## src/rtl/clock_step_unit_pkg.sv

```systemverilog
// Shared definitions for the CPU clock generator: state encoding and default timing.
package clock_step_pkg;

  typedef enum logic [2:0] {
    ST_IDLE    = 3'd0,
    ST_RUN_LO  = 3'd1,
    ST_RUN_HI  = 3'd2,
    ST_STEP_HI = 3'd3,
    ST_HALTED  = 3'd4
  } state_t;

  localparam int DEF_DIV_HALF = 16777216;
  localparam int DEF_DEB_CNT  = 1000000;

  // cpu_clk is high exactly in these two states
  function automatic logic is_high(input state_t s);
    return (s == ST_RUN_HI) || (s == ST_STEP_HI);
  endfunction

endpackage

```

## src/rtl/clock_step_unit_if.sv

```systemverilog
// Control inputs and clock outputs of the CPU clock generator.
interface clock_step_unit_if;
  logic       run_sw;
  logic       step_btn;
  logic       halt;
  logic       clr;
  logic       cpu_clk;
  logic       cpu_tick;
  logic [2:0] state_o;
  logic [7:0] step_count;

  modport master (
    output run_sw, step_btn, halt, clr,
    input  cpu_clk, cpu_tick, state_o, step_count
  );

  modport slave (
    input  run_sw, step_btn, halt, clr,
    output cpu_clk, cpu_tick, state_o, step_count
  );
endinterface

```

## src/rtl/clock_step_unit_debouncer.sv

```systemverilog
// Two-flop synchronizer followed by a stability counter for one raw board input.
module debouncer #(
  parameter int DEB_CNT = 1000000
) (
  input  logic clk,
  input  logic rst,
  input  logic raw,
  output logic level
);
  localparam int CW = $clog2(DEB_CNT);
  localparam logic [CW-1:0] CNT_LAST = CW'(DEB_CNT - 1);

  logic          sync1_reg;
  logic          sync2_reg;
  logic          level_reg;
  logic [CW-1:0] cnt_reg;

  // The counter runs only while the synchronized input disagrees with the output;
  // any return to agreement restarts the stability window.
  always_ff @(posedge clk or posedge rst) begin
    if (rst) begin
      sync1_reg <= 1'b0;
      sync2_reg <= 1'b0;
      level_reg <= 1'b0;
      cnt_reg   <= '0;
    end else begin
      sync1_reg <= raw;
      sync2_reg <= sync1_reg;
      if (sync2_reg == level_reg) begin
        cnt_reg <= '0;
      end else if (cnt_reg == CNT_LAST) begin
        level_reg <= sync2_reg;
        cnt_reg   <= '0;
      end else begin
        cnt_reg <= cnt_reg + CW'(1);
      end
    end
  end

  assign level = level_reg;
endmodule

```

## src/rtl/clock_step_unit.sv

```systemverilog
// CPU clock generator: free-run divider, debounced single-step and stop on HLT.
module clock_step_unit
  import clock_step_pkg::*;
#(
  parameter int DIV_HALF = DEF_DIV_HALF,
  parameter int DEB_CNT  = DEF_DEB_CNT
) (
  input logic               clk,
  input logic               rst,
  clock_step_unit_if.slave  bus
);
  localparam int PW = $clog2(DIV_HALF);
  localparam logic [PW-1:0] PHASE_LAST = PW'(DIV_HALF - 1);

  logic [1:0] raw;
  logic [1:0] level;

  assign raw = {bus.step_btn, bus.run_sw};

  generate
    for (genvar gi = 0; gi < 2; gi++) begin : g_deb
      debouncer #(.DEB_CNT(DEB_CNT)) u_deb (
        .clk   (clk),
        .rst   (rst),
        .raw   (raw[gi]),
        .level (level[gi])
      );
    end
  endgenerate

  state_t        state_reg, state_next;
  logic [PW-1:0] phase_reg;
  logic          halt_pend_reg, halt_pend_next;
  logic          step_prev_reg;
  logic          cpu_clk_reg;
  logic          cpu_tick_reg;
  logic [7:0]    step_count_reg;

  logic run_db;
  logic step_req;
  logic phase_last;
  logic halt_any;
  logic rising;

  assign run_db     = level[0];
  assign step_req   = level[1] & ~step_prev_reg;
  assign phase_last = (phase_reg == PHASE_LAST);
  // halt seen at any point of a high phase is remembered until that phase ends
  assign halt_any   = bus.halt | halt_pend_reg;
  assign rising     = is_high(state_next) & ~is_high(state_reg);

  always_comb begin
    state_next     = state_reg;
    halt_pend_next = halt_pend_reg;
    unique case (state_reg)
      ST_IDLE: begin
        if (bus.halt)      state_next = ST_HALTED;
        else if (run_db)   state_next = ST_RUN_LO;
        else if (step_req) state_next = ST_STEP_HI;
      end
      ST_RUN_LO: begin
        if (bus.halt)        state_next = ST_HALTED;
        else if (!run_db)    state_next = ST_IDLE;
        else if (phase_last) state_next = ST_RUN_HI;
      end
      ST_RUN_HI: begin
        if (phase_last) begin
          if (halt_any)     state_next = ST_HALTED;
          else if (!run_db) state_next = ST_IDLE;
          else              state_next = ST_RUN_LO;
        end
      end
      ST_STEP_HI: begin
        if (phase_last) state_next = halt_any ? ST_HALTED : ST_IDLE;
      end
      ST_HALTED: begin
        if (bus.clr) state_next = ST_IDLE;
      end
      default: state_next = ST_IDLE;
    endcase
    if (state_next != state_reg)
      halt_pend_next = 1'b0;
    else if (is_high(state_reg) && bus.halt)
      halt_pend_next = 1'b1;
  end

  always_ff @(posedge clk or posedge rst) begin
    if (rst) begin
      state_reg      <= ST_IDLE;
      phase_reg      <= '0;
      halt_pend_reg  <= 1'b0;
      step_prev_reg  <= 1'b0;
      cpu_clk_reg    <= 1'b0;
      cpu_tick_reg   <= 1'b0;
      step_count_reg <= 8'd0;
    end else begin
      state_reg     <= state_next;
      halt_pend_reg <= halt_pend_next;
      step_prev_reg <= level[1];
      if (state_next != state_reg)
        phase_reg <= '0;
      else if (state_reg == ST_RUN_LO || is_high(state_reg))
        phase_reg <= phase_reg + PW'(1);
      cpu_clk_reg  <= is_high(state_next);
      cpu_tick_reg <= rising;
      if (bus.clr)
        step_count_reg <= 8'd0;
      else if (rising)
        step_count_reg <= step_count_reg + 8'd1;
    end
  end

  assign bus.cpu_clk    = cpu_clk_reg;
  assign bus.cpu_tick   = cpu_tick_reg;
  assign bus.state_o    = state_reg;
  assign bus.step_count = step_count_reg;
endmodule

```

## src/flat_wrapper.sv

```systemverilog
// flat-port wrapper written by rule: the top's interface ports become plain ports
module clock_step_unit_flat import clock_step_pkg::*;
#(
  parameter int DIV_HALF = DEF_DIV_HALF,
  parameter int DEB_CNT  = DEF_DEB_CNT
)
  (clk, rst, bus_run_sw, bus_step_btn, bus_halt, bus_clr, bus_cpu_clk, bus_cpu_tick, bus_state_o, bus_step_count);
  clock_step_unit_if bus_i ();
  input logic clk;
  input logic rst;
  input wire logic [$bits(bus_i.run_sw)-1:0] bus_run_sw;
  input wire logic [$bits(bus_i.step_btn)-1:0] bus_step_btn;
  input wire logic [$bits(bus_i.halt)-1:0] bus_halt;
  input wire logic [$bits(bus_i.clr)-1:0] bus_clr;
  output wire logic [$bits(bus_i.cpu_clk)-1:0] bus_cpu_clk;
  output wire logic [$bits(bus_i.cpu_tick)-1:0] bus_cpu_tick;
  output wire logic [$bits(bus_i.state_o)-1:0] bus_state_o;
  output wire logic [$bits(bus_i.step_count)-1:0] bus_step_count;
  assign bus_i.run_sw = bus_run_sw;
  assign bus_i.step_btn = bus_step_btn;
  assign bus_i.halt = bus_halt;
  assign bus_i.clr = bus_clr;
  assign bus_cpu_clk = bus_i.cpu_clk;
  assign bus_cpu_tick = bus_i.cpu_tick;
  assign bus_state_o = bus_i.state_o;
  assign bus_step_count = bus_i.step_count;
  clock_step_unit #(.DIV_HALF(DIV_HALF), .DEB_CNT(DEB_CNT)) u_core (.clk(clk), .rst(rst), .bus(bus_i));
endmodule
```

## config.mk

```make
export PLATFORM = sky130hd
export DESIGN_NAME = clock_step_unit_flat
export DESIGN_NICKNAME = d
export VERILOG_FILES = /design/src/rtl/clock_step_unit_pkg.sv /design/src/rtl/clock_step_unit_if.sv /design/src/rtl/clock_step_unit_debouncer.sv /design/src/rtl/clock_step_unit.sv /design/src/flat_wrapper.sv
export SDC_FILE = /design/constraint.sdc
export NUM_CORES = 1
export LEC_CHECK = 0
export ABC_AREA = 1
export CAP_MARGIN = 30
export CORE_ASPECT_RATIO = 1.75
export CORE_UTILIZATION = 48
export CTS_CLUSTER_SIZE = 24
export DETAILED_ROUTE_END_ITERATION = 12
export PLACE_DENSITY = 0.65
export REMOVE_ABC_BUFFERS = 1
export SETUP_SLACK_MARGIN = 0.15
export SYNTH_ARGS = -nofsm -noshare
export SYNTH_HDL_FRONTEND = slang
export SYNTH_SLANG_ARGS = --single-unit
```

## constraint.sdc

```tcl
create_clock -name clk -period 3.5 [get_ports clk]
set_clock_uncertainty 0.1 [all_clocks]
set_input_delay 0.35 -clock clk [delete_from_list [all_inputs] [get_ports clk]]
set_output_delay 0.35 -clock clk [all_outputs]
set_load 0.05 [all_outputs]
```

=== Word-level counts from Yosys, hierarchy flattened ===
Index checks and enable logic that the tools add are counted.
W data, S select, Z words.

* Input bits: 6
* Register bits: 85
* Logic and storage cells: 71

* Reduce and logical (&&, ||, !) cells: 10
* Bitwise gates (word level): 7
* Equal/unequal tests: 12
* Add/subtract/negate cells: 4
* Mux-type cells: 23

{| class="wikitable"
|+ Operator list
! cell !! count
|-
| $mux W20 || 4
|-
| $mux W24 || 2
|-
| $add A20 B1 Y20 const B || 2
|-
| $eq A20 B20 Y1 const B || 2
|-
| $mux W3 || 11
|-
| $add A24 B1 Y24 const B || 1
|-
| $eq A24 B24 Y1 const B || 1
|-
| $mux W8 || 2
|-
| $pmux W3 S5 || 1
|-
| $eq A3 B2 Y1 const B || 4
|-
| $add A8 B1 Y8 const B || 1
|-
| $reduce_bool A2 Y1 || 3
|-
| $not A1 Y1 || 4
|-
| $reduce_and A2 Y1 || 2
|-
| $eq A3 B1 Y1 const B || 1
|-
| $eq A3 B3 Y1 const B || 1
|-
| $logic_not A3 Y1 || 1
|-
| $logic_or A1 B1 Y1 || 3
|-
| $mux W1 || 3
|-
| $ne A3 B3 Y1 || 1
|-
| $and A1 B1 Y1 || 2
|-
| $eq A1 B1 Y1 || 2
|-
| $logic_and A1 B1 Y1 || 1
|-
| $or A1 B1 Y1 || 1
|}

=== Logic depth before layout (Yosys ltp) ===
* Word-level depth: 11
* Gate-level depth with buffers: 14

=== By module ===
Synthesis repeated with hierarchy kept, for this count alone.

* Cells, all modules: 596
* Area, all modules: 5038.6 µm²

{| class="wikitable"
|+ By module, submodules not included
! module !! sequential area each (µm²) !! area each (µm²) !! cells each !! instances
|-
| debouncer || 575.6 || 1338.8 || 162 || 2
|-
| clock_step_unit || 975.9 || 2361.0 || 272 || 1
|}

=== Least setup slack after synthesis ===
Ideal clock, no wire load.

* Path kind: flip-flop to flip-flop
* Start: register u_core.state_reg[0] (netlist: u_core.bus.state_o[0])
* End: register u_core.phase_reg[22]
* Cell stages (with the launch flop): 12
* Library setup time: 120 ps
* Data arrival time: 1842 ps
* Path buffers: 0
* Path slack: 1439 ps
* Path through: dfrtp_1 > nor2_1 > inv_1 > nand2_2 > inv_1 > nand3_1 > nor2_1 > nand2_1 > nor2_1 > nand2_1 > xor2_1 > nor2_1

* Longest elaborated chain between the ends: 6
* Elaborated cells between the ends (all ways): 20
* Those cells by class: 5 x eq/ne; 11 x mux; 4 x reduce/logical

{| class="wikitable"
|+ RTL lines
! item !! line !! source
|-
| start: declaration || clock_step_unit.sv:31 || <nowiki>state_t state_reg, state_next;</nowiki>
|-
| start signal: assignment || clock_step_unit.sv:97 || <nowiki>state_reg <= state_next;</nowiki>
|-
| $mux W3, on equally long branches || clock_step_unit.sv:64, clock_step_unit.sv:59 ||
|-
| $mux W3, on equally long branches || clock_step_unit.sv:63, clock_step_unit.sv:58 ||
|-
| $mux W3, on equally long branches || clock_step_unit.sv:62, clock_step_unit.sv:57 ||
|-
| $pmux W3 S5 || clock_step_unit.sv:55 || <nowiki>unique case (state_reg)</nowiki>
|-
| $ne A3 B3 Y1 || clock_step_unit.sv:100 || <nowiki>if (state_next != state_reg)</nowiki>
|-
| $mux W24 / $reduce_bool A2 Y1 (equally long branches) || - ||
|-
| end signal: assignment || clock_step_unit.sv:103 || <nowiki>phase_reg <= phase_reg + PW'(1);</nowiki>
|-
| end: declaration || clock_step_unit.sv:32 || <nowiki>logic [PW-1:0] phase_reg;</nowiki>
|}

Parallel ways exist; a longest one is shown, timed or not.
A chain may end at the register's enable or synchronous reset.

=== Worst setup path after layout ===
* Start: register u_core.phase_reg[0]
* End: register u_core.phase_reg[22]

* Longest elaborated chain between the ends: 7
* Elaborated cells between the ends (all ways): 12
* Those cells by class: 1 x add/sub; 2 x eq/ne; 8 x mux; 1 x reduce/logical

{| class="wikitable"
|+ RTL lines
! item !! line !! source
|-
| $eq A24 B24 Y1 (*) || clock_step_unit.sv:47 || <nowiki>assign phase_last = (phase_reg == PHASE_LAST);</nowiki>
|-
| $mux W3 || clock_step_unit.sv:64 || <nowiki>else if (phase_last) state_next = ST_RUN_HI;</nowiki>
|-
| $mux W3 || clock_step_unit.sv:63 || <nowiki>else if (!run_db) state_next = ST_IDLE;</nowiki>
|-
| $mux W3 || clock_step_unit.sv:62 || <nowiki>if (bus.halt) state_next = ST_HALTED;</nowiki>
|-
| $pmux W3 S5 (*) || clock_step_unit.sv:55 ||
|-
| net u_core.state_next[1] || clock_step_unit.sv:31 ||
|-
| $ne A3 B3 Y1 (*) || clock_step_unit.sv:100 ||
|-
| $mux W24 / $reduce_bool A2 Y1 (equally long branches) || - ||
|}

The timed path passes the listed nets; every way through them passes the cells marked *. The select of a mux whose other input is x is not followed.

==> results.cfg <==
[pwr]
p_leak_nw = 2.26
p_total_w = 0.00205
irDropWorstVdd_mv = 0.255
powerDensity_nw_per_um2 = 400

[synthesis]
synth-xor-area-share_pct = 7.60
yosysTopAreaCellShare_pct = 47.3
syn_inst = 555
synth_cell_types = 35
synth_enable_flop_cells = 0
synth_top_area_cell = dfrtp_1
synth.avg_cell_area_sq_um = 8.10
synth-seq-area-share_pct = 47.3
synth_area_leaders = dfrtp_1 47%, nand2_1 9.4%, nor2_1 7.2%
yosysMostFrequentCell = nand2_1
synth-adder-area-share_pct = 1.11
synth_compound_area_share_pct = 4.20
synth_seq_cells = 85
synth_top_flop_cell = dfrtp_1
yosys-top-cells-count = 112 x nand2_1, 86 x nor2_1, 85 x dfrtp_1, 70 x inv_1, 29 x nand3_1
synth_mux_area_share_pct = 0.724
synthSimpleGateAreaFrac_pct = 32.2
synthArstFlopShare_pct = 100
synth_area_sq_um = 4490
yosysWarnings = 0
synth_top_family_by_area = simple AND/OR/NAND/NOR gates

[cells_and_area]
stdcell_area_sq_um = 5120
seq_area_sq_um = 2130
diodes = 0
area_growth_pct = 14.0
fin_nets = 590
nFillCells = 892
largest_reg_flops = 40
multiInputGateArea_sq_um = 2060
drive_gt1_share_pct = 8.72

[cts]
h-tree-depth = 3
hold_buffers = 0
cts_sinks = 85
post-cts-setup-buffers = 0
cts_buffers = 9
clock_latency_ns = 0.34
cts_tree = done
clk_pin_slew_ns = 0.06
cts_buffer_depth = 2
cts_resized = 0
cts_root_buf = clkbuf_16

[run]
maxCapViolCount = 0

[timing]
hold_viol_final = 0
tightest_slew_ns = 0.767
drv_slew = 0
final.period_utilization_pct = 66.4
whs_ns = 0.247
fmax_mhz = 430
tns_ns = 0
fin_crit_ns = 2.32
setup_viol = 0
fin_ws_ns = 1.18
grt_setup_unrepaired = false
slew_headroom_pct = 48.8

[global_route]
groute.layer.met2.usage_pct = 40.2
grt_usage_pct = 21.3
grt.overflow.total = 0
use_met1_pct = 22.3
grt_max_degree = 44
antenna_found_initial = 0
use_met3_pct = 3.32
top_usage_layer = met2
grt_pass1_vias = 3665
grt_pass1_wl_um = 15800

[drt]
route.detailed.drc = 0
viasPerCell = 5.14
ant_nets = 0
wl_um = 9140
vias = 3626
wl_per_cell_um = 13.0
drtPass1Iterations = 4
drtIter0Drc = 190

[worst_setup_path]
path_buf_inv = 1
arrival_ns = 2.48
crit_path_max_fanout = 25
slowest_delay_ns = 0.42
cp-end-kind = flip-flop
crit_family = simple AND/OR/NAND/NOR gates
cp-start-kind = flip-flop
critical_path.cell_chain = ha_1 -> nand2_1 -> nor2_1 -> nand2_1 -> nor2_4 -> nand2_2 -> nand2_2 -> nand3_2 -> nand2_4 -> nand2_4 -> inv_2 -> nand3_4 -> nor2_1
critPathKind = flip-flop to flip-flop
slowest_stage = dfrtp_1
cp.required_ns = 3.66

[floorplanning]
die_w_um = 75.1
num_rows = 46
dieArea_sq_um = 9770
die_h_um = 130
design.core.area_sq_um = 9090
ioPinCount = 19
start_util_pct = 49.4

[place]
gp_routability_congestion = 0.854
dp_hpwl_um = 6660
dpl_worst_slack_ns = 1.01
post_dp_cell_area_sq_um = 4810
portBuffers = 18

[status]
outcome = finished, final reports clean

[worst_hold_path]
hold_class = flip-flop to flip-flop
[logic make-up after synthesis]
kind of cell	Yosys count
AO/OA/AOI/OAI	33
XOR/XNOR	39
adder cells (fa/ha/maj)	4
buffers and inverters	77
flip-flops	85
multiplexers	3
AND/OR/NAND/NOR	314
[area by class of cell]
cell class                      instances  share of cell area (%)
Sequential cell                        85                    41.5
Tap cell                              120                    2.93
Timing Repair Buffer                   19                    3.91
Clock inverter                          4                    1.42
Multi-Input combinational cell        393                    40.3
Clock buffer                           12                    4.62
Inverter                               72                    5.30
[stage by stage]
step,util [%],cells
6_report,56.3,705
5_1_grt,56.3,705
4_1_cts,56.3,705
3_5_place_dp,52.9,689
3_3_place_gp,52.9,689
2_1_floorplan,-,550
[path summary, 6_finish.rpt]
kind	from	depth (start not counted)	end	slack (ns)
setup / recovery	u_core.phase_reg[0]	13	u_core.phase_reg[22]	1.18
hold / removal	u_core.g_deb[1].u_deb.sync1_reg	0	u_core.g_deb[1].u_deb.sync2_reg	0.25
setup reg to reg	u_core.phase_reg[0]	13	u_core.phase_reg[22]	1.18
hold reg to reg	u_core.g_deb[1].u_deb.sync1_reg	0	u_core.g_deb[1].u_deb.sync2_reg	0.25
max in group asynchronous	rst	3	u_core.phase_reg[1]	2.28
min in group asynchronous	rst	2	u_core.g_deb[0].u_deb.sync1_reg	0.35
[power by group]
part           internal, W  total [W]  switching (W)  leakage [nW]
sequential        0.000991   0.000996     0.00000554          1.14
clock             0.000624   0.000997       0.000372         0.147
combinational    0.0000157  0.0000545      0.0000388         0.968
total              0.00163    0.00205       0.000417          2.26
[routing by layer]
layer  share of wire, %  vias up  wire length [um]
li1                   -     1818                 -
met1                 40     1738              3680
met2                 54       49              4950
met3                2.4       21               223
met4                3.1        0               286
met5                  0        -                 0
[cells in the final DEF, fill, tap and decap left out, types with 10 or more instances in the layout]
master	count
inv_1	69
nand2_1	112
xor2_1	27
xnor2_1	12
a21oi_1	10
clkdlybuf4s50_1	18
nand4_1	21
nand3_1	29
nor2_2	21
dfrtp_1	85
nor2_1	86
o21ai_0	12
nor3_1	21
(Power assumes the default switching activity.)
